--- src/rtl/clock_disp_scan.sv ---
// clock_disp_scan: six-digit common-anode 7-segment scanner for an HH.MM.SS clock.
// Latency: one cycle from scan state (pre_cnt, idx, snapshot) to the registered pins.
// Backpressure: none; free-running scan driven from the counter-chain BCD digits.
//
// Ports:
//   maqh_clock          system clock
//   reset               asynchronous, active-low reset
//   h_msd..s_lsd        BCD time digits from the hour/minute/second counters
//   lz_blank            1 = blank the hours tens digit when it is 0 (sampled live)
//   enable_1hz          1 Hz one-cycle pulse, drives the blink phase
//   blink_sel           00 none, 01 hours, 10 minutes, 11 seconds
//   seg_n               segments {g,f,e,d,c,b,a}, active-low
//   dp_n                decimal point, active-low
//   dig_an_n            digit anodes, one-hot active-low, bit0 = s_lsd .. bit5 = h_msd
//
// Optional build macro: CLOCK_DISP_BLINK_EN adds the blink phase register; when
// it is undefined, enable_1hz and blink_sel are present but ignored.

module clock_disp_scan #(
   parameter int SCAN_DIV = 1000
) (
   input  logic       maqh_clock,
   input  logic       reset,
   input  logic [2:0] h_msd,
   input  logic [3:0] h_lsd,
   input  logic [2:0] m_msd,
   input  logic [3:0] m_lsd,
   input  logic [2:0] s_msd,
   input  logic [3:0] s_lsd,
   input  logic       lz_blank,
   input  logic       enable_1hz,
   input  logic [1:0] blink_sel,
   output logic [6:0] seg_n,
   output logic       dp_n,
   output logic [5:0] dig_an_n
);

   localparam int             PW       = (SCAN_DIV > 1) ? $clog2(SCAN_DIV) : 1;
   localparam logic [PW-1:0]  PRE_LAST = PW'(SCAN_DIV - 1);
   localparam logic [6:0]     SEG_OFF  = 7'h7F;
   localparam logic [6:0]     SEG_DASH = 7'b0111111;

   // ------------------------------------------------------------------
   // Scan timing: prescaler and digit slot index
   // ------------------------------------------------------------------
   logic [PW-1:0] pre_cnt;
   logic [2:0]    idx;
   logic          tick;
   logic          frame_start;

   assign tick        = (pre_cnt == PRE_LAST);
   assign frame_start = (pre_cnt == '0) && (idx == 3'd0);

   always_ff @(posedge maqh_clock or negedge reset) begin
      if (!reset) begin
         pre_cnt <= '0;
         idx     <= 3'd0;
      end else if (tick) begin
         pre_cnt <= '0;
         idx     <= (idx == 3'd5) ? 3'd0 : idx + 3'd1;
      end else begin
         pre_cnt <= pre_cnt + 1'b1;
      end
   end

   // ------------------------------------------------------------------
   // Frame snapshot: taken on the dead cycle that opens each frame, so the
   // six digits shown within one frame always come from the same instant.
   // ------------------------------------------------------------------
   logic [2:0] snap_h_msd;
   logic [3:0] snap_h_lsd;
   logic [2:0] snap_m_msd;
   logic [3:0] snap_m_lsd;
   logic [2:0] snap_s_msd;
   logic [3:0] snap_s_lsd;

   always_ff @(posedge maqh_clock or negedge reset) begin
      if (!reset) begin
         snap_h_msd <= 3'd0;
         snap_h_lsd <= 4'd0;
         snap_m_msd <= 3'd0;
         snap_m_lsd <= 4'd0;
         snap_s_msd <= 3'd0;
         snap_s_lsd <= 4'd0;
      end else if (frame_start) begin
         snap_h_msd <= h_msd;
         snap_h_lsd <= h_lsd;
         snap_m_msd <= m_msd;
         snap_m_lsd <= m_lsd;
         snap_s_msd <= s_msd;
         snap_s_lsd <= s_lsd;
      end
   end

   // ------------------------------------------------------------------
   // Blink: a phase bit toggled at 1 Hz darkens the selected digit pair
   // ------------------------------------------------------------------
   logic [5:0] blink_mask;

`ifdef CLOCK_DISP_BLINK_EN
   logic blink_phase;

   always_ff @(posedge maqh_clock or negedge reset) begin
      if (!reset) begin
         blink_phase <= 1'b0;
      end else if (enable_1hz) begin
         blink_phase <= ~blink_phase;
      end
   end

   always_comb begin
      blink_mask = 6'b000000;
      if (blink_phase) begin
         case (blink_sel)
            2'b01:   blink_mask = 6'b110000;
            2'b10:   blink_mask = 6'b001100;
            2'b11:   blink_mask = 6'b000011;
            default: blink_mask = 6'b000000;
         endcase
      end
   end
`else
   logic unused_blink_inputs;

   assign unused_blink_inputs = ^{enable_1hz, blink_sel};
   assign blink_mask          = 6'b000000;
`endif

   // ------------------------------------------------------------------
   // Digit select and 7-segment decode
   // ------------------------------------------------------------------
   logic [3:0] cur_digit;
   logic [6:0] seg_dec;

   always_comb begin
      cur_digit = 4'd0;
      case (idx)
         3'd0:    cur_digit = snap_s_lsd;
         3'd1:    cur_digit = {1'b0, snap_s_msd};
         3'd2:    cur_digit = snap_m_lsd;
         3'd3:    cur_digit = {1'b0, snap_m_msd};
         3'd4:    cur_digit = snap_h_lsd;
         3'd5:    cur_digit = {1'b0, snap_h_msd};
         default: cur_digit = 4'd0;
      endcase
   end

   always_comb begin
      seg_dec = SEG_DASH;
      case (cur_digit)
         4'd0:    seg_dec = 7'b1000000;
         4'd1:    seg_dec = 7'b1111001;
         4'd2:    seg_dec = 7'b0100100;
         4'd3:    seg_dec = 7'b0110000;
         4'd4:    seg_dec = 7'b0011001;
         4'd5:    seg_dec = 7'b0010010;
         4'd6:    seg_dec = 7'b0000010;
         4'd7:    seg_dec = 7'b1111000;
         4'd8:    seg_dec = 7'b0000000;
         4'd9:    seg_dec = 7'b0010000;
         default: seg_dec = SEG_DASH;
      endcase
   end

   // ------------------------------------------------------------------
   // Next pin values. The first cycle of every slot is all-off so the
   // previous digit's segments never ghost onto the next anode.
   // ------------------------------------------------------------------
   logic [5:0] next_an;
   logic [6:0] next_seg;
   logic       next_dp;
   logic       lead_zero;

   assign lead_zero = (idx == 3'd5) && lz_blank && (snap_h_msd == 3'd0);

   always_comb begin
      next_an  = 6'b111111;
      next_seg = SEG_OFF;
      next_dp  = 1'b1;
      if (pre_cnt != '0) begin
         next_an  = ~(6'b000001 << idx) | blink_mask;
         next_seg = lead_zero ? SEG_OFF : seg_dec;
         // Separator dots after the hours and minutes units digits
         next_dp  = !((idx == 3'd2) || (idx == 3'd4));
      end
   end

   always_ff @(posedge maqh_clock or negedge reset) begin
      if (!reset) begin
         dig_an_n <= 6'b111111;
         seg_n    <= SEG_OFF;
         dp_n     <= 1'b1;
      end else begin
         dig_an_n <= next_an;
         seg_n    <= next_seg;
         dp_n     <= next_dp;
      end
   end

endmodule

--- config.mk ---
export PLATFORM = sky130hd
export DESIGN_NAME = clock_disp_scan
export DESIGN_NICKNAME = d
export VERILOG_FILES = /design/src/rtl/clock_disp_scan.sv
export SDC_FILE = /design/constraint.sdc
export NUM_CORES = 1
export LEC_CHECK = 0
export CAP_MARGIN = 20
export CORE_ASPECT_RATIO = 1.25
export CORE_MARGIN = 8
export CORE_UTILIZATION = 40
export CTS_CLUSTER_DIAMETER = 30
export DETAILED_ROUTE_END_ITERATION = 6
export GPL_ROUTABILITY_DRIVEN = 0
export PLACE_DENSITY_LB_ADDON = 0.1
export REMOVE_ABC_BUFFERS = 1
export SLEW_MARGIN = 20
export SYNTH_ARGS = -nofsm -noshare
export SYNTH_HDL_FRONTEND = slang
export SYNTH_SLANG_ARGS = --single-unit
--- constraint.sdc ---
create_clock -name maqh_clock -period 5.8 [get_ports maqh_clock]
set_input_delay 1.74 -clock maqh_clock [delete_from_list [all_inputs] [get_ports maqh_clock]]
set_output_delay 1.74 -clock maqh_clock [all_outputs]
set_load 0.05 [all_outputs]
# ---- Word level (Yosys, flattened, before mapping)
# Memory sizes are Yosys's and may differ from the RTL's.
# Index checks and enable logic that the tools add are counted.
dict set report totals {
  reg_bits 48
  latch_bits 0
  mem_bits_rw 0
  romBits 112
  in_bits 27
  wordCells 38
  n_memories 1
}
# memory words word_bits rd rd_clocked_by_memory_dff wr line
set mem_list {}
lappend mem_list {{(no name shown)} 16 7 1 0 0 150} ;# case (cur_digit)
dict set report op_classes {
  add_sub_neg 2
  mul 0
  div 0
  magnitude_cmp 0
  eq_ne 6
  n_shift 1
  mux 7
  bitwise_logic 1
  n_reduce_logical 9
}
# op count
set ops {}
lappend ops {{$pmux 4 s6} 1}
lappend ops {{$mux 7} 2}
lappend ops {{$add 10x1->10 const B} 1}
lappend ops {{$eq 10x10->1 const B} 1}
lappend ops {{$logic_not 10->1} 1}
lappend ops {{$mux 10} 1}
lappend ops {{$reduce_bool 10->1} 1}
lappend ops {{$eq 3x2->1 const B} 2}
lappend ops {{$eq 3x3->1 const B} 2}
lappend ops {{$logic_not 3->1} 2}
lappend ops {{$mux 6} 1}
lappend ops {{$not 6->6} 1}
lappend ops {{$shl 1x3->6 const A} 1}
lappend ops {{$add 3x1->3 const B} 1}
lappend ops {{$eq 3x1->1 const B} 1}
lappend ops {{$logic_and 1x1->1} 3}
lappend ops {{$mux 3} 1}
lappend ops {{$logic_not 1->1} 1}
lappend ops {{$logic_or 1x1->1} 1}
lappend ops {{$mux 1} 1}

# ---- Logic depth before layout (Yosys ltp)
# Gate-level depths: netlist (run 1).
dict set report depth {
  depth_word 5
  mapped_depth 10
  depth_no_buf 8
}

# ---- Least setup slack after synthesis (run 1)
# Ideal clock, no wire load.
dict set report synth_path {
  path_type {register to output}
  start {register dig_an_n[0]}
  end {output port dig_an_n[0]}
  t_arrival_ns 0.656
  slack_ns 3.404
  path_stages_with_launch 1
  path_cell_list {dfstp_2}
}
# item line
set synth_lines {}
lappend synth_lines {{from (decl)} 35} ;# output logic [5:0] dig_an_n
lappend synth_lines {{from (signal assigned)} 194} ;# dig_an_n <= next_an;
# No word-level cell between the ends.

# ---- Worst setup path after layout (run 1)
dict set report layout_path {
  start {register seg_n[0]}
  end {output port seg_n[0]}
}
# item line
set layout_lines {}
lappend layout_lines {{from (decl)} 33} ;# output logic [6:0] seg_n,
lappend layout_lines {{from (signal assigned)} 195} ;# seg_n <= next_seg;
# No word-level cell between the ends.

==> reports/metrics.cfg, run 1 <==
[outcome]
status=finished, final reports clean

[routing]
vias=1531
routedWlPerCell_um=15.14
drc=0
finalWirelength_mm=4.526
drt_iter0_drc=33
viasPerCell=5.120
firstDrtPassIters=3
drtAntennaViolNets=0

[layout]
layoutNonFillerInstCount=299
multi_input_area_mm2=0.001105
finalNetCount=267
fin_area_mm2=0.002937
fin_util_pct=50.47
diodes=0
seq_area_mm2=0.001219
layout-drive-gt1-share_pct=24.03
area_growth_pct=21.23
nFillCells=543

[hold_path]
whs_endpoint=snap_s_lsd[0]
hp-class=reg -> reg
hp-start=snap_s_lsd[0]
worstHoldPathCells=1

[synthesis]
synth_xor_area_share_pct=2.531
synth_top_area_cell=dfrtp_1
synthArstFlopShare_pct=100.0
synthMuxAreaShare_pct=15.55
syn_inst=195
synth_top_family_by_area=multiplexers
synth_area_leaders=dfrtp_1 35%, dfstp_2 15%, mux2_4 12%
ys_types=44
synth_top_flop_cell=dfrtp_1
yosysTopAreaCellShare_pct=35.12
synth_edf_count=0
ys_ff_latch=48
syn_area_mm2=0.002422
synth_simple_gate_area_share_pct=15.24
synthAdderAreaFrac_pct=4.132
yosysSeqAreaShare_pct=50.31
synth_compound_area_share_pct=8.161
yosys_warnings=0
syn_avg_cell_area_um2=12.42

[timing]
hold_ws_ns=0.5015
slew_headroom_pct=38.11
hold_viol_final=0
timing.setup.tns_ns=0
post-route-min-period_ns=3.352
rsz0062_at_grt=no
setup_violations=0
fmax_mhz=298.3
finalMaxSlewViolations=0
finalClockSkew_ns=0.009171
worstMarginPinSlew_ns=0.9199
fin_crit_sh_pct=57.80
setup_ws_ns=2.448

[pwr]
p_clk_share_pct=37.0
vdd_ir_drop_max_mv=0.1360
switching_share_pct=22.31
combPwrFrac_pct=10.7
totalPowerFinal_mw=0.6790
p_leak_nw=1.307
p_int_mw=0.5275
power.density_mw_per_mm2=231.2
p_switching_mw=0.1515
power_frac_seq_pct=52.3

[critical_path]
r2r_setup_slack_ns=3.19
crit_buf_inv=1
crit_slowest_cell=clkdlybuf4s50_1
r2r_cells=6
cp.required_ns=4.06
worstSetupEndpointType=output port
worstSetupStartpointType=flop
cp.depth=1
cp.arrival_ns=1.61
worstSetupPathType=reg -> out
crit_chain=clkdlybuf4s50_1
r2r_start=idx[0]
r2r-end=seg_n[4]
crit_family=buffers and inverters
crit_path_max_incr_delay_ns=0.80
cp_max_fo=1

[die]
die_w_um=85.61
core_mm2=0.005818
start_util_pct=41.63
rows=31
io_pins=41
die_y_um=103.0
dieArea_mm2=0.008818

[clock_tree]
cts_num_sinks=48
cts_buffer_depth=2
ctsHtreeMaxLevel=2
cts_hold_buf=0
cts-buffers-inserted=5
clkLatencyLatePin_ns=0.29
cts_root_buf=clkbuf_8
ctsResizeCount=0
cts.clk_slew.worst_paths_ns=0.09
cts_setup_buffers=0
cts_tree=yes

[global_route]
grt_max_degree=49
grt_first_pass_wirelength_mm=7.534
grt_pass1_vias=1574
grt_usage_pct=10.82
grt_antenna_before_repair=0
overflow=0

[placement]
dp_worst_setup_slack_ns=2.760
portBuffers=37
dpl.hpwl_mm=3.333
dpl.cell_count=291
placed_cell_area_mm2=0.002813

[flow_run]
maxCapViolations=0

cells in the final DEF, fill, tap and decap left out, types with 3 or more instances in the layout:
cell type and count:
clkbuf_8 6, xor2_1 5, nand3_1 7, mux2_1 3, dfstp_2 14, o31ai_1 4
and3_1 5, a21oi_1 3, nor3_1 6, inv_1 8, dfrtp_1 34, nand2_1 15
clkdlybuf4s50_1 36, ha_1 8, o21ai_1 7, mux2_4 20, o21ai_0 3, a22o_1 3
nor2_1 11
Yosys cell counts, types with 5 or more instances:
library cell,number
nand2_1,15
and3_1,5
nand3_1,7
o21ai_1,7
mux2_4,20
dfrtp_1,34
nor2_1,11
xor2_1,5
ha_1,8
dfstp_2,14
inv_1,8
nor3_1,6
worst reg2reg max path: stages (launching register included):
cell and delay [ns]:
dfrtp_1 0.69, mux4_2 0.62, a221oi_4 0.39, inv_1 0.11, ha_1 0.23, nor3b_1 0.14
o31ai_1 0.32
logic make-up (layout without fill, tap and decap cells):
family	count (synthesis)	after routing
buffers and inverters	17	55
muxes	26	26
DFF	48	48
adders and majority gates	8	8
xor gates and xnor gates	7	7
AOI/OAI and AO/OA	25	25
and+or+nand+nor	64	64
registers in the layout, indices dropped and copies added, names as in the netlist:
register    count
snap_s_msd      3
dig_an_n        6
seg_n           7
snap_s_lsd      4
snap_m_lsd      4
pre_cnt        10
dp_n            1
snap_h_msd      3
snap_h_lsd      4
snap_m_msd      3
idx             3
power by group through the flow:
stage               clock network [mW]  registers [mW]  logic [mW]
floorplan                            0           0.376      0.0247
global placement                     0           0.361      0.0734
detailed placement                   0           0.361      0.0736
CTS                              0.262           0.355      0.0739
global route                     0.274           0.356      0.0792
finish                           0.251           0.355      0.0730
area by class of cell:
cell class                 instances  share of cell area, %
clock buffer                       6                  2.812
clock inverter                     2                  1.321
inverter                           9                  1.150
multi-input combinational        130                  37.62
sequential                        48                  41.50
tap                               66                  2.812
timing repair buffer              38                  12.78
how the worst max path moves through the flow:
stage	from	end	slack [ns]
2_1_floorplan	dig_an_n[0]	dig_an_n[0]	3.40
3_3_place_gp	dig_an_n[1]	dig_an_n[1]	2.75
3_5_place_dp	dig_an_n[1]	dig_an_n[1]	2.76
4_1_cts	dig_an_n[1]	dig_an_n[1]	2.42
5_1_grt	dig_an_n[1]	dig_an_n[1]	2.40
6_report	seg_n[0]	seg_n[0]	2.45
metal layers:
layer	wire (um)	up-vias	track usage, %
li1	-	750	-
met1	1999	751	12.49
met2	2282	23	18.78
met3	179	7	2.871
met4	65	0	4.054
met5	0	-	0
(Power assumes the default switching activity.)
==> inputs of run 2 (changes only) <==
==> constraint.sdc (replaced) <==
create_clock -name maqh_clock -period 3.3 [get_ports maqh_clock]
set_input_delay 0.99 -clock maqh_clock [delete_from_list [all_inputs] [get_ports maqh_clock]]
set_output_delay 0.99 -clock maqh_clock [all_outputs]
set_load 0.05 [all_outputs]
==> run 2 against run 1 <==
Compared with the run above: count of clock-buffer cells in the layout up 2; register-to-register slack got worse by 2.4 ns; global-route usage is 0.32 points higher; final area grew 0.81%; combinational power up 81%; clock power is 42% higher; critical path type unchanged; critical endpoint is now dig_an_n[1]; largest cell class unchanged; highest routed layer unchanged.
==> reports/metrics.cfg, run 2 (same netlist as run 1, synthesis figures left out) <==
[layout]
area_growth_pct=22.21  ; was 21.23%
regMostFlops=pre_cnt  ; unchanged
fin_util_pct=50.88  ; was 50.47%
largest_reg_flops=10  ; unchanged
final_common_cell=clkdlybuf4s50_1  ; unchanged
fin_area_mm2=0.002960  ; was 0.002937 mm^2
diodes=0  ; unchanged
finalNetCount=273  ; was 267
reg_top3=pre_cnt: 10 flops, seg_n: 7 flops, dig_an_n: 6 flops  ; unchanged
final_cell_mix=36 x clkdlybuf4s50_1, 34 x dfrtp_1, 20 x mux2_4  ; unchanged
layout-drive-gt1-share_pct=25.10  ; was 24.03%

[routing]
drt_iter0_drc=38  ; was 33
firstDrtPassIters=4  ; was 3
routedWlPerCell_um=15.20  ; was 15.14 um
vias=1535  ; was 1531
drc=0  ; unchanged
drtAntennaViolNets=0  ; unchanged
finalWirelength_mm=4.637  ; was 4.526 mm
viasPerCell=5.033  ; was 5.120

[critical_path]
worstSetupPathType=reg -> out  ; unchanged
r2r_start=idx[0]  ; unchanged
cp.required_ns=2.31  ; was 4.06 ns
crit_slowest_cell=clkdlybuf4s50_1  ; unchanged
cp.arrival_ns=1.62  ; was 1.61 ns
crit_buf_inv=1  ; unchanged
worstSetupStartpointType=flop  ; unchanged
crit_path_max_incr_delay_ns=0.80  ; about the same
cp_max_fo=1  ; unchanged
crit_family=buffers and inverters  ; unchanged
worstSetupEndpointType=output port  ; unchanged
crit_chain=clkdlybuf4s50_1  ; unchanged
crit_path_start=dig_an_n[1]  ; was seg_n[0]

[timing]
setup_ws_ns=0.6909  ; was 2.448 ns
finalMaxSlewViolations=0  ; unchanged
timing.setup.tns_ns=0  ; unchanged
fin_crit_sh_pct=79.06
finalClockSkew_ns=0.006731  ; was 0.009171 ns
hold_viol_final=0  ; unchanged
post-route-min-period_ns=2.609
slew_headroom_pct=63.55  ; was 38.11%
fmax_mhz=383.3
setup_violations=0  ; unchanged
worstMarginPinSlew_ns=0.5456  ; was 0.9199 ns
rsz0062_at_grt=no  ; unchanged

[clock_tree]
cts-buffers-inserted=5  ; unchanged
cts_hold_buf=0  ; unchanged
cts.clk_slew.worst_paths_ns=0.09  ; about the same
cts_num_sinks=48  ; unchanged
clkLatencyLatePin_ns=0.30  ; was 0.29 ns
ctsHtreeMaxLevel=2  ; unchanged
cts_root_buf=clkbuf_8  ; unchanged
cts_buffer_depth=2  ; unchanged
cts_setup_buffers=0  ; unchanged
ctsResizeCount=0  ; unchanged
cts_tree=yes  ; unchanged

[pwr]
vdd_ir_drop_max_mv=0.1387  ; was 0.1360 mV
p_switching_mw=0.2591  ; was 0.1515 mW
totalPowerFinal_mw=1.113  ; was 0.6790 mW
p_int_mw=0.8539  ; was 0.5275 mW
p_clk_share_pct=32.1  ; was 37.0%
p_leak_nw=1.326  ; was 1.307 nW
power.density_mw_per_mm2=376.0  ; was 231.2 mW/mm^2
power_frac_seq_pct=56.1  ; was 52.3%
switching_share_pct=23.28  ; was 22.31%
combPwrFrac_pct=11.9  ; was 10.7%

[die]
rows=31  ; unchanged
die_y_um=103.0  ; unchanged
dieArea_mm2=0.008818  ; unchanged
start_util_pct=41.63  ; unchanged
die_w_um=85.61  ; unchanged
core_mm2=0.005818  ; unchanged
io_pins=41  ; unchanged

[hold_path]
hp-start=snap_s_lsd[0]  ; unchanged
hp-class=reg -> reg  ; unchanged

[placement]
placed_cell_area_mm2=0.002850  ; was 0.002813 mm^2
dp_worst_setup_slack_ns=0.7720  ; was 2.760 ns
dpl.hpwl_mm=3.411  ; was 3.333 mm
portBuffers=37  ; unchanged

[global_route]
grt_usage_pct=11.14  ; was 10.82%
grt_first_pass_wirelength_mm=7.590  ; was 7.534 mm
grt_pass1_vias=1605  ; was 1574
grt_antenna_before_repair=0  ; unchanged
overflow=0  ; unchanged
grt_max_degree=44  ; was 49

[flow_run]
maxCapViolations=0  ; unchanged

[outcome]
status=finished, final reports clean  ; unchanged

==> run 2: cell count changes in the layout (fill, tap and decap cells not counted), sizes merged <==
| cell | before | now |
|---|---|---|
| clkbuf | 6 | 8 |
| clkinv | 1 | 0 |
| buf | 2 | 8 |
| bufinv | 1 | 0 |
==> run 2: stage by stage <==
stage                     hold slack [ns]  std cells
after floorplan                    0.4569        187
after global placement             0.4848        296
after detailed placement           0.4835        296
after CTS                          0.5025        304
after global routing               0.5201        305
final                              0.4952        305
==> run 2: layer usage <==
| metal | track usage, % | vias up | wire length (um) |
|---|---|---|---|
| met5 | 0 | - | 0 |
| met4 | 4.865 | 0 | 72 |
| met3 | 2.791 | 7 | 181 |
| met2 | 20.28 | 27 | 2386 |
| met1 | 11.96 | 740 | 1996 |
| li1 | - | 761 | - |
==> run 2: power groups by stage <==
stage	Sequential [mW]	Combinational [mW]	Clock [mW]
floorplan	0.660	0.0433	0
global placement	0.635	0.131	0
detailed placement	0.635	0.132	0
CTS	0.624	0.132	0.373
global route	0.626	0.143	0.389
finish	0.624	0.132	0.357
==> run 2: final timing paths <==
check,to,slack (ns),depth (start not counted)
setup reg to reg,seg_n[1],0.77,6
setup / recovery,dig_an_n[1],0.69,1
hold reg to reg,snap_s_lsd[0],0.50,1
hold / removal,snap_s_lsd[0],0.50,1
min in group asynchronous,snap_m_lsd[0],0.60,1
max in group asynchronous,dig_an_n[2],2.22,2
==> run 2: final cells by class <==
| cell class | count | area (um^2) |
|---|---|---|
| clock buffers | 8 | 90.09 |
| fillers | 538 | 2858 |
| inverters | 9 | 33.78 |
| multi-input cells | 130 | 1105 |
| flip-flops and latches | 48 | 1219 |
| well taps | 66 | 82.58 |
| repair buffers | 44 | 430.4 |
==> inputs of run 3 (changes only) <==
==> constraint.sdc (replaced) <==
create_clock -name maqh_clock -period 2.4 [get_ports maqh_clock]
set_input_delay 0.72 -clock maqh_clock [delete_from_list [all_inputs] [get_ports maqh_clock]]
set_output_delay 0.72 -clock maqh_clock [all_outputs]
set_load 0.05 [all_outputs]
==> run 3 against run 2 <==
Compared with the run above: combinational power grew 36%; critical endpoint is now seg_n[2]; critical path depth is the same; clock power grew 63%; largest power group unchanged; total power grew 45%; highest routed layer unchanged; critical path type unchanged.
==> reports/metrics.cfg, run 3 (same netlist as run 1, synthesis figures left out) <==
[global_route]
overflow=0  ; unchanged
grt_max_degree=26  ; was 44
grt_antenna_before_repair=0  ; unchanged
grt_usage_pct=11.69  ; was 11.14%
grt_pass1_vias=1705  ; was 1605
grt_first_pass_wirelength_mm=8.010  ; was 7.590 mm

[placement]
placed_cell_area_mm2=0.002890  ; was 0.002850 mm^2
dpl.cell_count=302  ; was 296
portBuffers=37  ; unchanged
dpl.hpwl_mm=3.536  ; was 3.411 mm

[pwr]
p_leak_nw=1.362  ; was 1.326 nW
switching_share_pct=23.10  ; was 23.28%
power.density_mw_per_mm2=539.4  ; was 376.0 mW/mm^2
p_switching_mw=0.3740  ; was 0.2591 mW
p_clk_share_pct=35.9  ; was 32.1%
p_int_mw=1.245  ; was 0.8539 mW
combPwrFrac_pct=11.1  ; was 11.9%
vdd_ir_drop_max_mv=0.2774  ; was 0.1387 mV
power_frac_seq_pct=53.0  ; was 56.1%

[critical_path]
crit_buf_inv=1  ; unchanged
worstSetupPathType=reg -> out  ; unchanged
worstSetupStartpointType=flop  ; unchanged
crit_path_max_incr_delay_ns=0.80  ; about the same
cp_max_fo=1  ; unchanged
cp.required_ns=1.68  ; was 2.31 ns
crit_chain=clkdlybuf4s50_1  ; unchanged
worstSetupEndpointType=output port  ; unchanged
crit_family=buffers and inverters  ; unchanged
crit_slowest_cell=clkdlybuf4s50_1  ; unchanged
cp.arrival_ns=1.62  ; about the same

[die]
io_pins=41  ; unchanged
dieArea_mm2=0.008818  ; unchanged
die_y_um=103.0  ; unchanged
core_mm2=0.005818  ; unchanged
start_util_pct=41.63  ; unchanged
die_w_um=85.61  ; unchanged
rows=31  ; unchanged

[routing]
viasPerCell=5.084  ; was 5.033
firstDrtPassIters=4  ; unchanged
drt_iter0_drc=27  ; was 38
routedWlPerCell_um=14.99  ; was 15.20 um
vias=1576  ; was 1535
drtAntennaViolNets=0  ; unchanged
finalWirelength_mm=4.647  ; was 4.637 mm
drc=0  ; unchanged

[clock_tree]
ctsResizeCount=0  ; unchanged
cts_buffer_depth=2  ; unchanged
clkLatencyLatePin_ns=0.30  ; about the same
cts_setup_buffers=0  ; unchanged
cts-buffers-inserted=5  ; unchanged
cts.clk_slew.worst_paths_ns=0.09  ; about the same
ctsHtreeMaxLevel=2  ; unchanged
cts_hold_buf=0  ; unchanged
cts_root_buf=clkbuf_8  ; unchanged
cts_num_sinks=48  ; unchanged
cts_tree=yes  ; unchanged

[flow_run]
maxCapViolations=0  ; unchanged

[timing]
setup_violations=0  ; unchanged
finalClockSkew_ns=0.009531  ; was 0.006731 ns
rsz0062_at_grt=no  ; unchanged
post-route-min-period_ns=2.339
worstMarginPinSlew_ns=0.5516  ; was 0.5456 ns
finalMaxSlewViolations=0  ; unchanged
timing.setup.tns_ns=0  ; unchanged
fin_crit_sh_pct=97.45
slew_headroom_pct=63.23  ; was 63.55%
fmax_mhz=427.6
hold_viol_final=0  ; unchanged

[layout]
regMostFlops=pre_cnt  ; unchanged
reg_top3=pre_cnt: 10 flops, seg_n: 7 flops, dig_an_n: 6 flops  ; unchanged
area_growth_pct=23.92  ; was 22.21%
largest_reg_flops=10  ; unchanged
finalNetCount=278  ; was 273
final_common_cell=dfrtp_1  ; was clkdlybuf4s50_1
layoutNonFillerInstCount=310  ; was 305
diodes=0  ; unchanged
layout-drive-gt1-share_pct=30.33  ; was 25.10%
final_cell_mix=34 x dfrtp_1, 29 x clkdlybuf4s50_1, 20 x mux2_4  ; was 36 x clkdlybuf4s50_1, 34 x dfrtp_1, 20 x mux2_4
fin_area_mm2=0.003002  ; was 0.002960 mm^2

[hold_path]
hp-class=in -> async  ; was reg -> reg

[outcome]
status=finished, final reports clean  ; unchanged

## run 3: final cells by class
class | count | area [um^2]
clock inverters | 3 | 42.54
repair buffers | 49 | 450.4
multi-input cells | 130 | 1105
flip-flops and latches | 48 | 1219
clock buffers | 5 | 68.82
well taps | 66 | 82.58
fillers | 523 | 2816
inverters | 9 | 33.78
## run 3: path summary, 6_finish.rpt
kind                                 start         end  slack, ns  depth (start not counted)
worst max register to register      idx[0]    seg_n[0]       0.19                          8
max in group asynchronous            reset      idx[1]       1.48                          2
worst max-delay path              seg_n[2]    seg_n[2]       0.06                          1
min in group maqh_clock         pre_cnt[0]  pre_cnt[0]       0.51                          1
worst min-delay path                 reset  pre_cnt[2]       0.40                          1
worst min register to register  pre_cnt[0]  pre_cnt[0]       0.51                          1
## run 3: power by group through the flow
| stage | registers, mW | clock network [mW] | logic [mW] |
|---|---|---|---|
| 6_report | 0.858 | 0.582 | 0.179 |
| 5_1_grt | 0.862 | 0.633 | 0.194 |
| 4_1_cts | 0.859 | 0.602 | 0.182 |
| 3_5_place_dp | 0.873 | 0 | 0.181 |
| 3_3_place_gp | 0.873 | 0 | 0.181 |
| 2_1_floorplan | 0.907 | 0 | 0.0596 |
## run 3: metal layers
layer	global-route usage, %	wire length (um)	up-vias
li1	-	-	774
met1	12.41	2002	770
met2	21.29	2386	24
met3	2.791	170	8
met4	5.676	87	0
met5	0	0	-
## run 3: metrics by stage
step                total power, mW  utilization (%)  hold WS (ns)  setup WS (ns)
floorplan                    0.9671                -        0.4244         0.1682
global placement              1.054            49.68        0.4902         0.2027
detailed placement            1.055            49.68        0.4955         0.1898
CTS                           1.643            51.59        0.4033        0.03887
global route                  1.689            51.59        0.4346       0.004696
finish                        1.619            51.59        0.4002        0.06112
==> patch: new RTL, settings of run 2 <==
Set the parameter `SCAN_DIV` to 2000 (it was 1000).
--- a/src/rtl/clock_disp_scan.sv
+++ b/src/rtl/clock_disp_scan.sv
@@ -19,3 +19,3 @@
 module clock_disp_scan #(
-   parameter int SCAN_DIV = 1000
+   parameter int SCAN_DIV = 2000
 ) (
Check against the original RTL: no difference found for any inputs over 10 cycles, from zero or initial values and one cycle with reset low; that may be too few to reach the edited logic, so the function may still have changed.
==> patch against run 2 <==
- sequential power up 2%
- die area fell by 2.1%
- final area fell by 3.3%
- synthesized area decreased by 2.5%
- sequential cell count increased by 1
- clock power is 5% lower
- routed wire length decreased by 0.65%
- power is 1.5% lower
- setup slack got worse by 0.0045 ns
- highest routed layer unchanged
==> patch: results (changes against run 2) <==
For the proportion of synthesized chip area in sequential cells, the log shows 52.6% (+2.3 points). The routed metal-1 wire length was 1.94 mm (-2.8%). The net switching fraction of the power works out to 23.9% (+0.61 points). The run gives 191 (-2.1%) as the post-synthesis instance total.

The peak fanout along the critical path is 1 (unchanged). The worst setup path startpoint is dig_an_n[4]. The tools report the met3 routing resource usage after global routing as 3.54% (+0.75 points). Count of cells along the worst register-to-register path: 8 (+2). The tools report the met2 capacity usage during global routing as 19.4% (-0.91 points). The post-synthesis xor/xnor area fraction is 4.08% (+1.5 points). For the net total in the final layout, the log shows 267 (-2.2%). The length of routed met3 wiring was 240 um (+33%). The power drawn by the combinational cells came out at 122 uW (-8%). The run finished with clean final reports. The wire length per cell after detailed routing was 15.4 um (+1.3%); the fraction of layout cells with a size suffix above 1 was 15.5% (-9.7 points).

The run gives 0.00124 uW (-6.8%) as the static power due to leakage. The sequential power is 636 uW (+2%). The largest registers in the layout are pre_cnt (11), seg_n (7), dig_an_n (6). The worst hold path terminates at pre_cnt[0]. The logs give 0.00750 ns (+0.000767 ns) for the clock skew and 1654 (+3.1%) for the number of global-route vias before repair. The unique cell type count in the Yosys netlist was 42 (-4.5%); the register-to-register setup slack was 0.74 ns (-0.03 ns). The run gives 0.000190 V (+37%) as the largest vdd supply drop.

By area the synthesized netlist is led by dfrtp_1, dfstp_2, mux2_1, ha_1, mux2i_1. The number of non-filler instances in the completed layout is 299 (-2.0%), and the total global routing track utilization is 11.2% (+0.11 points). The tools report the number of violations reported at the end of detailed-routing iteration 0 as 53 (+39%). The synthesized-area fraction occupied by ao, oa, aoi and oai cells works out to 7.20% (-0.96 points). The startpoint identified for the worst hold timing path is pre_cnt[0].

Length of routed met2 wiring: 2.36 mm (-1.0%). The peak clock frequency supported by timing was 0.383 GHz (-0.17%); the actual transition at the worst max-transition pin was 0.608 ns (+0.0625 ns). The share of synthesized area spent on multiplexers is 13.0% (-2.5 points), and the maximum number of pins on one net before global-route repair is 48 (+9.1%). The tools report the total via count after detailed routing as 1536 (+0.065%).
-- patch: cell types whose count changed after synthesis, moves of 3 or more --
cell / run 2 / this run
inv_1: 8 / 5
o21ai_0: 3 / 0
nor2_1: 11 / 16
nand2_1: 15 / 12
a31o_1: 0 / 3
mux2i_1: 2 / 6
o31ai_1: 4 / 0
xnor2_1: 2 / 5
mux2_1: 3 / 22
mux2_4: 20 / 0
nor3_1: 6 / 1
buf_2: 4 / 1
-- patch: through the flow --
step                total power (uW)  area [um2]  hold slack, ns  utilization, %
finish                          1100        2860           0.490            49.8
global route                    1160        2860           0.518            49.8
CTS                             1120        2860           0.494            49.8
detailed placement               772        2780           0.482            48.4
global placement                 767        2780           0.463            48.4
floorplan                        708        2300           0.447               -
-- patch: layout make-up --
class	count	area, um2
Multi-Input combinational cell	129	1030
Timing Repair Buffer	41	398
Sequential cell	49	1240
Inverter	6	22.5
Fill cell	525	2880
Tap cell	66	82.6
Clock buffer	8	80.1
